--- config.mk ---
export PLATFORM = sky130hd
export DESIGN_NAME = vscale_scoreboard_ctrl
export DESIGN_NICKNAME = d
export VERILOG_FILES = /design/src/rtl/vscale_scoreboard_ctrl_pkg.sv /design/src/rtl/vscale_sb_lookup.sv /design/src/rtl/vscale_scoreboard_ctrl.sv
export SDC_FILE = /design/constraint.sdc
export NUM_CORES = 1
export LEC_CHECK = 0
export ABC_CLOCK_PERIOD_IN_PS = 5300
export BUFFER_PORTS_ARGS = -buffer_cell sky130_fd_sc_hd__buf_4
export CORE_MARGIN = 2
export CORE_UTILIZATION = 45
export DETAILED_ROUTE_END_ITERATION = 8
export PLACE_DENSITY_LB_ADDON = 0.08
export SKIP_CTS_REPAIR_TIMING = 1
export SLEW_MARGIN = 20
export SYNTH_ARGS = -nofsm -noshare
export SYNTH_HDL_FRONTEND = slang
export SYNTH_SLANG_ARGS = --single-unit
--- constraint.sdc ---
create_clock -name clk -period 5.3 [get_ports clk]
set_input_delay 0.795 -clock clk [delete_from_list [all_inputs] [get_ports clk]]
set_output_delay 0.795 -clock clk [all_outputs]
set_load 0.02 [all_outputs]
--- src/rtl/vscale_scoreboard_ctrl_pkg.sv ---
// Shared constants for the vscale scoreboard hazard/bypass controller.
package vscale_scoreboard_ctrl_pkg;

    localparam int unsigned REG_ADDR_W    = 5;
    localparam int unsigned BYPASS_SEL_RF = 0;
    localparam int unsigned SB_LAT_ALU    = 1;
    localparam int unsigned SB_LAT_MEM    = 2;
    localparam int unsigned SB_LAT_MUL    = 3;

endpackage

--- src/rtl/vscale_sb_lookup.sv ---
// Priority match of one source register against all in-flight entries.
module vscale_sb_lookup
    import vscale_scoreboard_ctrl_pkg::*;
#(
    parameter int unsigned STAGES    = 3,
    parameter int unsigned LAT_WIDTH = 3,
    parameter int unsigned SEL_WIDTH = 2
) (
    input  logic [REG_ADDR_W-1:0]          src_addr,
    input  logic                           src_used,
    input  logic [STAGES-1:0]              ent_valid,
    input  logic [REG_ADDR_W*STAGES-1:0]   ent_rd,
    input  logic [LAT_WIDTH*STAGES-1:0]    ent_lat,
    output logic                           hit,
    output logic [SEL_WIDTH-1:0]           sel,
    output logic                           hazard
);

    always_comb begin
        int unsigned k;
        hit    = 1'b0;
        sel    = SEL_WIDTH'(BYPASS_SEL_RF);
        hazard = 1'b0;
        k      = 0;
        // Scan oldest to youngest so the youngest matching writer wins.
        if (src_used && src_addr != '0) begin
            for (int unsigned j = 0; j < STAGES; j++) begin
                k = STAGES - j;
                if (ent_valid[k-1] && ent_rd[REG_ADDR_W*(k-1) +: REG_ADDR_W] == src_addr) begin
                    hit = 1'b1;
                    if (k >= 32'(ent_lat[LAT_WIDTH*(k-1) +: LAT_WIDTH])) begin
                        sel    = SEL_WIDTH'(k);
                        hazard = 1'b0;
                    end else begin
                        sel    = SEL_WIDTH'(BYPASS_SEL_RF);
                        hazard = 1'b1;
                    end
                end
            end
        end
    end

endmodule

--- src/rtl/vscale_scoreboard_ctrl.sv ---
// Parametrised scoreboard: tracks in-flight writers, drives bypass selects,
// issue stall, final-stage regfile write and a saturating stall counter.
module vscale_scoreboard_ctrl
    import vscale_scoreboard_ctrl_pkg::*;
#(
    parameter int unsigned STAGES    = 3,
    parameter int unsigned NUM_SRC   = 2,
    parameter int unsigned LAT_WIDTH = 3,
    parameter int unsigned SEL_WIDTH = 2,
    parameter int unsigned CNT_WIDTH = 32
) (
    input  logic                           clk,
    input  logic                           reset,
    input  logic                           issue_valid,
    input  logic                           issue_wr,
    input  logic [4:0]                     issue_rd,
    input  logic [LAT_WIDTH-1:0]           issue_lat,
    input  logic [5*NUM_SRC-1:0]           src_addr,
    input  logic [NUM_SRC-1:0]             src_used,
    input  logic                           stall_back,
    input  logic                           flush,
    output logic                           issue_stall,
    output logic [SEL_WIDTH*NUM_SRC-1:0]   bypass_sel,
    output logic                           wb_valid,
    output logic [4:0]                     wb_rd,
    output logic                           busy,
    output logic [CNT_WIDTH-1:0]           stall_count
);

    logic [STAGES-1:0]              ent_valid;
    logic [REG_ADDR_W*STAGES-1:0]   ent_rd;
    logic [LAT_WIDTH*STAGES-1:0]    ent_lat;

    logic [NUM_SRC-1:0]             lk_hit;
    logic [NUM_SRC-1:0]             lk_haz;
    logic [SEL_WIDTH-1:0]           lk_sel [NUM_SRC];
    logic                           any_hazard;
    logic [LAT_WIDTH-1:0]           lat_norm;
    logic                           new_valid;

    for (genvar g = 0; g < NUM_SRC; g++) begin : g_lookup
        vscale_sb_lookup #(
            .STAGES    (STAGES),
            .LAT_WIDTH (LAT_WIDTH),
            .SEL_WIDTH (SEL_WIDTH)
        ) u_lookup (
            .src_addr  (src_addr[REG_ADDR_W*g +: REG_ADDR_W]),
            .src_used  (src_used[g]),
            .ent_valid (ent_valid),
            .ent_rd    (ent_rd),
            .ent_lat   (ent_lat),
            .hit       (lk_hit[g]),
            .sel       (lk_sel[g]),
            .hazard    (lk_haz[g])
        );

        assign bypass_sel[SEL_WIDTH*g +: SEL_WIDTH] =
            (lk_hit[g] && !lk_haz[g]) ? lk_sel[g] : SEL_WIDTH'(BYPASS_SEL_RF);
    end

    always_comb begin
        lat_norm = issue_lat;
        if (issue_lat == '0)
            lat_norm = LAT_WIDTH'(SB_LAT_ALU);
        else if (32'(issue_lat) > STAGES)
            lat_norm = LAT_WIDTH'(STAGES);
    end

    assign any_hazard  = |lk_haz;
    assign issue_stall = !flush && (stall_back || (issue_valid && any_hazard));
    assign new_valid   = issue_valid && !any_hazard && issue_wr && (issue_rd != '0);
    // Reset also masks the write so a mid-flight reset never leaks a regfile write.
    assign wb_valid    = ent_valid[STAGES-1] && !stall_back && !flush && !reset;
    assign wb_rd       = ent_rd[REG_ADDR_W*(STAGES-1) +: REG_ADDR_W];
    assign busy        = |ent_valid;

    always_ff @(posedge clk) begin
        if (reset) begin
            ent_valid   <= '0;
            ent_rd      <= '0;
            ent_lat     <= '0;
            stall_count <= '0;
        end else begin
            if (issue_valid && issue_stall && stall_count != '1)
                stall_count <= stall_count + CNT_WIDTH'(1);
            if (flush) begin
                ent_valid <= '0;
            end else if (!stall_back) begin
                ent_valid <= {ent_valid[STAGES-2:0], new_valid};
                ent_rd    <= {ent_rd[REG_ADDR_W*(STAGES-1)-1:0], issue_rd};
                ent_lat   <= {ent_lat[LAT_WIDTH*(STAGES-1)-1:0], lat_norm};
            end
        end
    end

endmodule

==> flow_summary.yaml, run 1 <==
layout:
  area_growth_pct: 20.87
  fin_nets: 486
  fin_util: 0.5564
  n_antenna_cell: 0
  final_area_um2: 3993
  drive_gt1_frac: 0.2138
  fillers: 675
  most-common-layout-cells: "71 x buf_4, 57 x dfxtp_1, 51 x nand2_1, 48 x a21oi_1, 28 x or4_1"
  mostFrequentLayoutCell: "buf_4"
clock_network:
  cts_max_path_buffers: 2
  cts_tree: "yes"
  clock-sinks: 57
  cts_made_buffers: 9
  cts-root-buf: "clkbuf_8"
  clkLatencyLatePin_ns: 0.34
  h-tree-depth: 3
  clk_pin_slew_ns: 0.06
critical_path:
  worstPathCellList: "buf_4 > xor2_1 > nor4_1 > a311oi_1 > a221oi_2 > o22ai_1 > a21oi_1 > nor2_1 > buf_4"
  critPathSlowestCell: "nor4_1"
  arrival_ns: 2.58
  cp-end-kind: "primary output"
  timing.rr.end: "stall_count[23]$_SDFFE_PP0P_"
  crit_fanout: 4
  critPathRequiredTime_ns: 4.51
  criticalPathCategory: "in2out"
  regToRegStartpoint: "stall_count[1]$_SDFFE_PP0P_"
  r2r_slack_ns: 2.19
  cp_common_cell: "buf_4"
  slowest_delay_ns: 0.45
  crit_path_start_kind: "input port"
  worstRegToRegCells: 8
detailed_routing:
  vias: 3148
  wirelength_um: 8336
  drt-pass1-iter-count: 4
  wl_per_cell_um: 14.83
  via_per_inst: 5.601
  ant_nets: 0
  drc: 0
  dr.first_iter.drc_count: 120
sta:
  fin_crit_ns: 3.380
  grt_setup_unrepaired: "false"
  worstMarginPinSlew_ns: 0.7108
  slew-limit-headroom: 0.5252
  period_share: 0.6377
  hold_viol: 0
  setup_violations: 0
  final.setup_skew_ns: 0.009436
  maxSlewViolCount: 0
  setup_tns_ns: 0
  max_freq_mhz: 295.9
power_and_ir_drop:
  power_mw: 0.9252
  p_leak_nw: 1.473
  p_per_area_nw_per_um2: 231.7
  vdd_drop_max_v: 0.0001557
floorplanning:
  die_h_um: 89.68
  die-area_um2: 8042
  core-area_um2: 7176
  die_w_um: 89.68
  num_io_pins: 70
  initial_core_util: 0.4603
  rows: 31
run_status:
  outcome: "completed"
global_route:
  grt_pass1_vias: 2823
  antenna_found_initial: 0
  grt_overflow: 0
  grt_max_degree: 65
  grt_pass1_wl_um: 13770
  grt.total_usage: 0.2195
logic_synthesis:
  synth_edf_count: 0
  synth_cell_type_count: 45
  ys.flop_type: "dfxtp_1"
  ys_warn_count: 0
  postSynthAreaPerCell_um2: 8.096
  ys_ff_latch: 57
  netlist_area_um2: 3303
  ys_async_sr_fraction: 0
  ys_seq_area_frac: 0.3455
  synth_cells: 408
  synth_fp_nets: 435
worst_hold_path:
  min_path_cells: 2
  hold_class: "reg2reg"
  min_to: "ent_lat[5]$_SDFFE_PP0P_"
  hold_start: "ent_lat[2]$_SDFFE_PP0P_"
place:
  portBuffers: 69
  place_congestion: 0.8632
  dpl.hpwl_um: 5757
  placed_cell_area_um2: 3792
run:
  max_cap_violations: 0
-- cell usage after synthesis (2+ instances only) --
library cell | n | share of area
or3_1 | 4 | 0.0076
buf_6 | 4 | 0.014
nand2_1 | 51 | 0.058
a21oi_1 | 48 | 0.073
nor4_1 | 6 | 0.011
mux2_2 | 5 | 0.017
nand2b_1 | 4 | 0.0076
nor2b_1 | 5 | 0.0095
and3_1 | 13 | 0.025
a221oi_2 | 2 | 0.0091
buf_2 | 2 | 0.0030
o31ai_1 | 24 | 0.055
o21ai_0 | 2 | 0.0030
nand3_1 | 21 | 0.032
nor3b_1 | 2 | 0.0045
and3b_1 | 2 | 0.0053
buf_1 | 2 | 0.0023
or4_1 | 28 | 0.064
xnor2_1 | 14 | 0.037
nor2_1 | 16 | 0.018
nand4_1 | 10 | 0.019
nor3_1 | 14 | 0.021
buf_4 | 5 | 0.011
a21o_1 | 3 | 0.0068
and2_1 | 3 | 0.0057
and4_1 | 4 | 0.011
dfxtp_1 | 57 | 0.35
mux2i_1 | 5 | 0.015
xor2_1 | 16 | 0.042
inv_1 | 4 | 0.0045
clkbuf_1 | 18 | 0.020
-- state kept, by name (all words and copies together), names as in the netlist --
signal	count
ent_rd	15
ent_lat	7
ent_valid	3
stall_count	32
-- power by group --
group          total, mW  switching, mW  leakage, nW  internal (mW)
clock network      0.405          0.173        0.101          0.231
logic             0.0820         0.0497        0.911         0.0323
registers          0.439        0.00547        0.460          0.433
total              0.925          0.229         1.47          0.697
-- logic make-up after synthesis --
kind of cell / count (synthesis) / share of synthesized area
flip-flops: 57 / 0.3455
adder cells (fa/ha/maj): 1 / 0.003787
buffers and inverters: 35 / 0.05530
AND/OR/NAND/NOR: 187 / 0.3106
multiplexers: 10 / 0.03220
XOR/XNOR: 30 / 0.07954
AO/OA/AOI/OAI: 88 / 0.1731
-- through the flow --
step	hold slack, ns	cells	setup WS (ns)
floorplan	0.4322	408	2.364
global placement	0.4498	547	2.035
detailed placement	0.4559	547	1.981
CTS	0.4683	562	1.985
global route	0.4931	562	1.740
finish	0.4647	562	1.920
-- worst max-delay path by stage --
stage	startpoint	cells after the start	slack [ns]	endpoint
6_report	src_addr[9]	9	1.92	issue_stall
4_1_cts	src_addr[9]	9	1.99	issue_stall
5_1_grt	src_addr[9]	9	1.74	issue_stall
2_1_floorplan	stall_back	5	2.36	wb_valid
3_5_place_dp	src_addr[9]	9	1.98	issue_stall
3_3_place_gp	src_addr[9]	9	2.03	issue_stall
-- final cells by class --
cell class	instances	area [µm²]	share of cell area
flip-flops and latches	57	1141	0.2858
well taps	99	123.9	0.03102
multi-input cells	316	1979	0.4958
inverters	4	15.01	0.003761
clock buffers	14	192.7	0.04826
repair buffers	71	533.0	0.1335
clock inverters	1	7.507	0.001880
-- worst max-delay path: cells and delay by family --
kind / cells / cell delay (ns)
AOI/OAI and AO/OA: 4 / 0.86
xor gates and xnor gates: 1 / 0.13
buffers and inverters: 2 / 0.28
and+or+nand+nor: 2 / 0.51
-- layer usage --
layer  track usage  part of all wire
met4       0.08141             0.010
met3       0.06124             0.049
met5             0                 0
met1        0.3206              0.50
met2        0.3055              0.44
Note: power is estimated with default switching activity, not from simulation.
==> inputs of run 2 (changes only) <==
- ABC_CLOCK_PERIOD_IN_PS: 5300 -> 3400
- clock period: 5.3 -> 3.4 ns (I/O delays scaled with it)
==> flow_summary.yaml, run 2 (synthesis results as in run 1) <==
critical_path:
  critPathSlowestCell: "nor4_1"
  arrival_ns: 2.38
  crit_fanout: 4
  cp-end-kind: "primary output"
  critPathRequiredTime_ns: 2.89
  path_buf_inv: 1
  timing.rr.end: "stall_count[30]$_SDFFE_PP0P_"
  worstRegToRegCells: 7
  criticalPathCategory: "reg2out"
  r2r_slack_ns: 0.66
  worstPathCellList: "xor2_1 > nor4_1 > a311oi_1 > a221oi_2 > o22ai_1 > a21oi_1 > nor2_1 > buf_4"
  crit_path_start_kind: "flop"
  regToRegStartpoint: "ent_rd[9]$_SDFFE_PP0P_"
  slowest_delay_ns: 0.43
  crit_family: "compound AO/OA/AOI/OAI gates"
detailed_routing:
  dr.first_iter.drc_count: 88
  drc: 0
  drt-pass1-iter-count: 4
  ant_nets: 0
  vias: 3249
  wirelength_um: 8339
  via_per_inst: 5.730
  wl_per_cell_um: 14.71
place:
  dpl.hpwl_um: 5888
  dp_slack_ns: 0.4605
  place_congestion: 0.8515
  placed_cell_area_um2: 3830
  portBuffers: 69
  dp_cells: 552
layout:
  regMostFlops: "stall_count"
  area_growth_pct: 21.44
  mostFrequentLayoutCell: "buf_4"
  n_antenna_cell: 0
  largest_registers: "stall_count: 32 flops, ent_rd: 15 flops, ent_lat: 7 flops"
  seqCellArea_um2: 1141
  fin_cells: 567
  drive_gt1_frac: 0.2201
  most-common-layout-cells: "76 x buf_4, 57 x dfxtp_1, 51 x nand2_1, 48 x a21oi_1, 28 x or4_1"
  largest_reg_flops: 32
  fillers: 684
  multi_input_area_um2: 1979
  final_area_um2: 4011
  fin_nets: 491
sta:
  max_freq_mhz: 346.6
  final.setup_skew_ns: 0.01056
  period_share: 0.8486
  worstMarginPinSlew_ns: 0.9669
  fin_crit_ns: 2.885
  timing.final.ws_setup_ns: 0.5146
  setup_tns_ns: 0
  slew-limit-headroom: 0.3554
  setup_violations: 0
  grt_setup_unrepaired: "false"
  hold_viol: 0
  maxSlewViolCount: 0
global_route:
  grt_pass1_vias: 2909
  antenna_found_initial: 0
  grt.total_usage: 0.2115
  grt_pass1_wl_um: 13330
  grt_max_degree: 58
  grt_overflow: 0
run:
  max_cap_violations: 0
power_and_ir_drop:
  vdd_drop_max_v: 0.0002310
  p_leak_nw: 1.487
  power_mw: 1.391
  p_per_area_nw_per_um2: 346.8
clock_network:
  cts_max_path_buffers: 2
  clk_pin_slew_ns: 0.06
  h-tree-depth: 3
  clock-sinks: 57
  cts_made_buffers: 9
  cts_tree: "yes"
  cts-root-buf: "clkbuf_8"
  clkLatencyLatePin_ns: 0.33
floorplanning:
  die_w_um: 89.68
  rows: 31
  die_h_um: 89.68
  core-area_um2: 7176
  num_io_pins: 70
  die-area_um2: 8042
  initial_core_util: 0.4603
worst_hold_path:
  hold_start: "flush"
  hold_class: "in2reg"
  min_to: "ent_valid[1]$_SDFFE_PP0N_"
  min_path_cells: 2
run_status:
  outcome: "completed"
[run 2: cell types whose count changed in the layout (fill, tap and decap cells not counted), sizes merged]
cell / previous run / this run
clkbuf: 14 / 13
buf: 71 / 76
clkinv: 0 / 1
[run 2: worst reg2reg max path, stage by stage, from the launching register on]
cell      delay (ns)
dfxtp_1         0.36
xor2_1          0.18
nor4_1          0.43
a311oi_1        0.21
a221oi_2        0.33
o221a_4         0.63
nor4_1          0.18
mux2_2          0.31
[run 2: per-layer routing]
layer  global-route usage  vias to the layer above  part of all wire
met5                    0                        -                 0
met4              0.07734                        0             0.018
met3              0.04936                       16             0.044
met2               0.3162                       79              0.45
met1               0.2971                     1538              0.49
li1                     -                     1616                 -
[run 2: how the worst max path moves through the flow]
stage | start | end | slack (ns) | depth (start not counted)
after floorplan | src_addr[4] | stall_count[22]$_SDFFE_PP0P_ | 0.94 | 9
after global placement | src_addr[9] | stall_count[30]$_SDFFE_PP0P_ | 0.54 | 8
after detailed placement | src_addr[9] | stall_count[30]$_SDFFE_PP0P_ | 0.46 | 8
after CTS | ent_rd[9]$_SDFFE_PP0P_ | issue_stall | 0.55 | 8
after global routing | ent_rd[9]$_SDFFE_PP0P_ | issue_stall | 0.43 | 8
final | ent_rd[9]$_SDFFE_PP0P_ | issue_stall | 0.51 | 8
[run 2: area by class of cell]
cell class                 count  area share
timing repair buffer          76      0.1422
sequential                    57      0.2845
clock inverter                 2    0.003119
tap                           99     0.03088
inverter                       4    0.003743
clock buffer                  13     0.04211
multi-input combinational    316      0.4934
[run 2: report_power, final]
part	switching (mW)	total, mW	internal, mW
registers	0.00895	0.684	0.675
clock network	0.259	0.578	0.319
logic	0.0772	0.129	0.0518
[run 2: metrics by stage]
stage,utilization,hold slack (ns)
after detailed placement,0.5337,0.4496
after floorplan,-,0.4322
final,0.5590,0.4104
after CTS,0.5590,0.3997
after global placement,0.5337,0.4525
after global routing,0.5590,0.3976
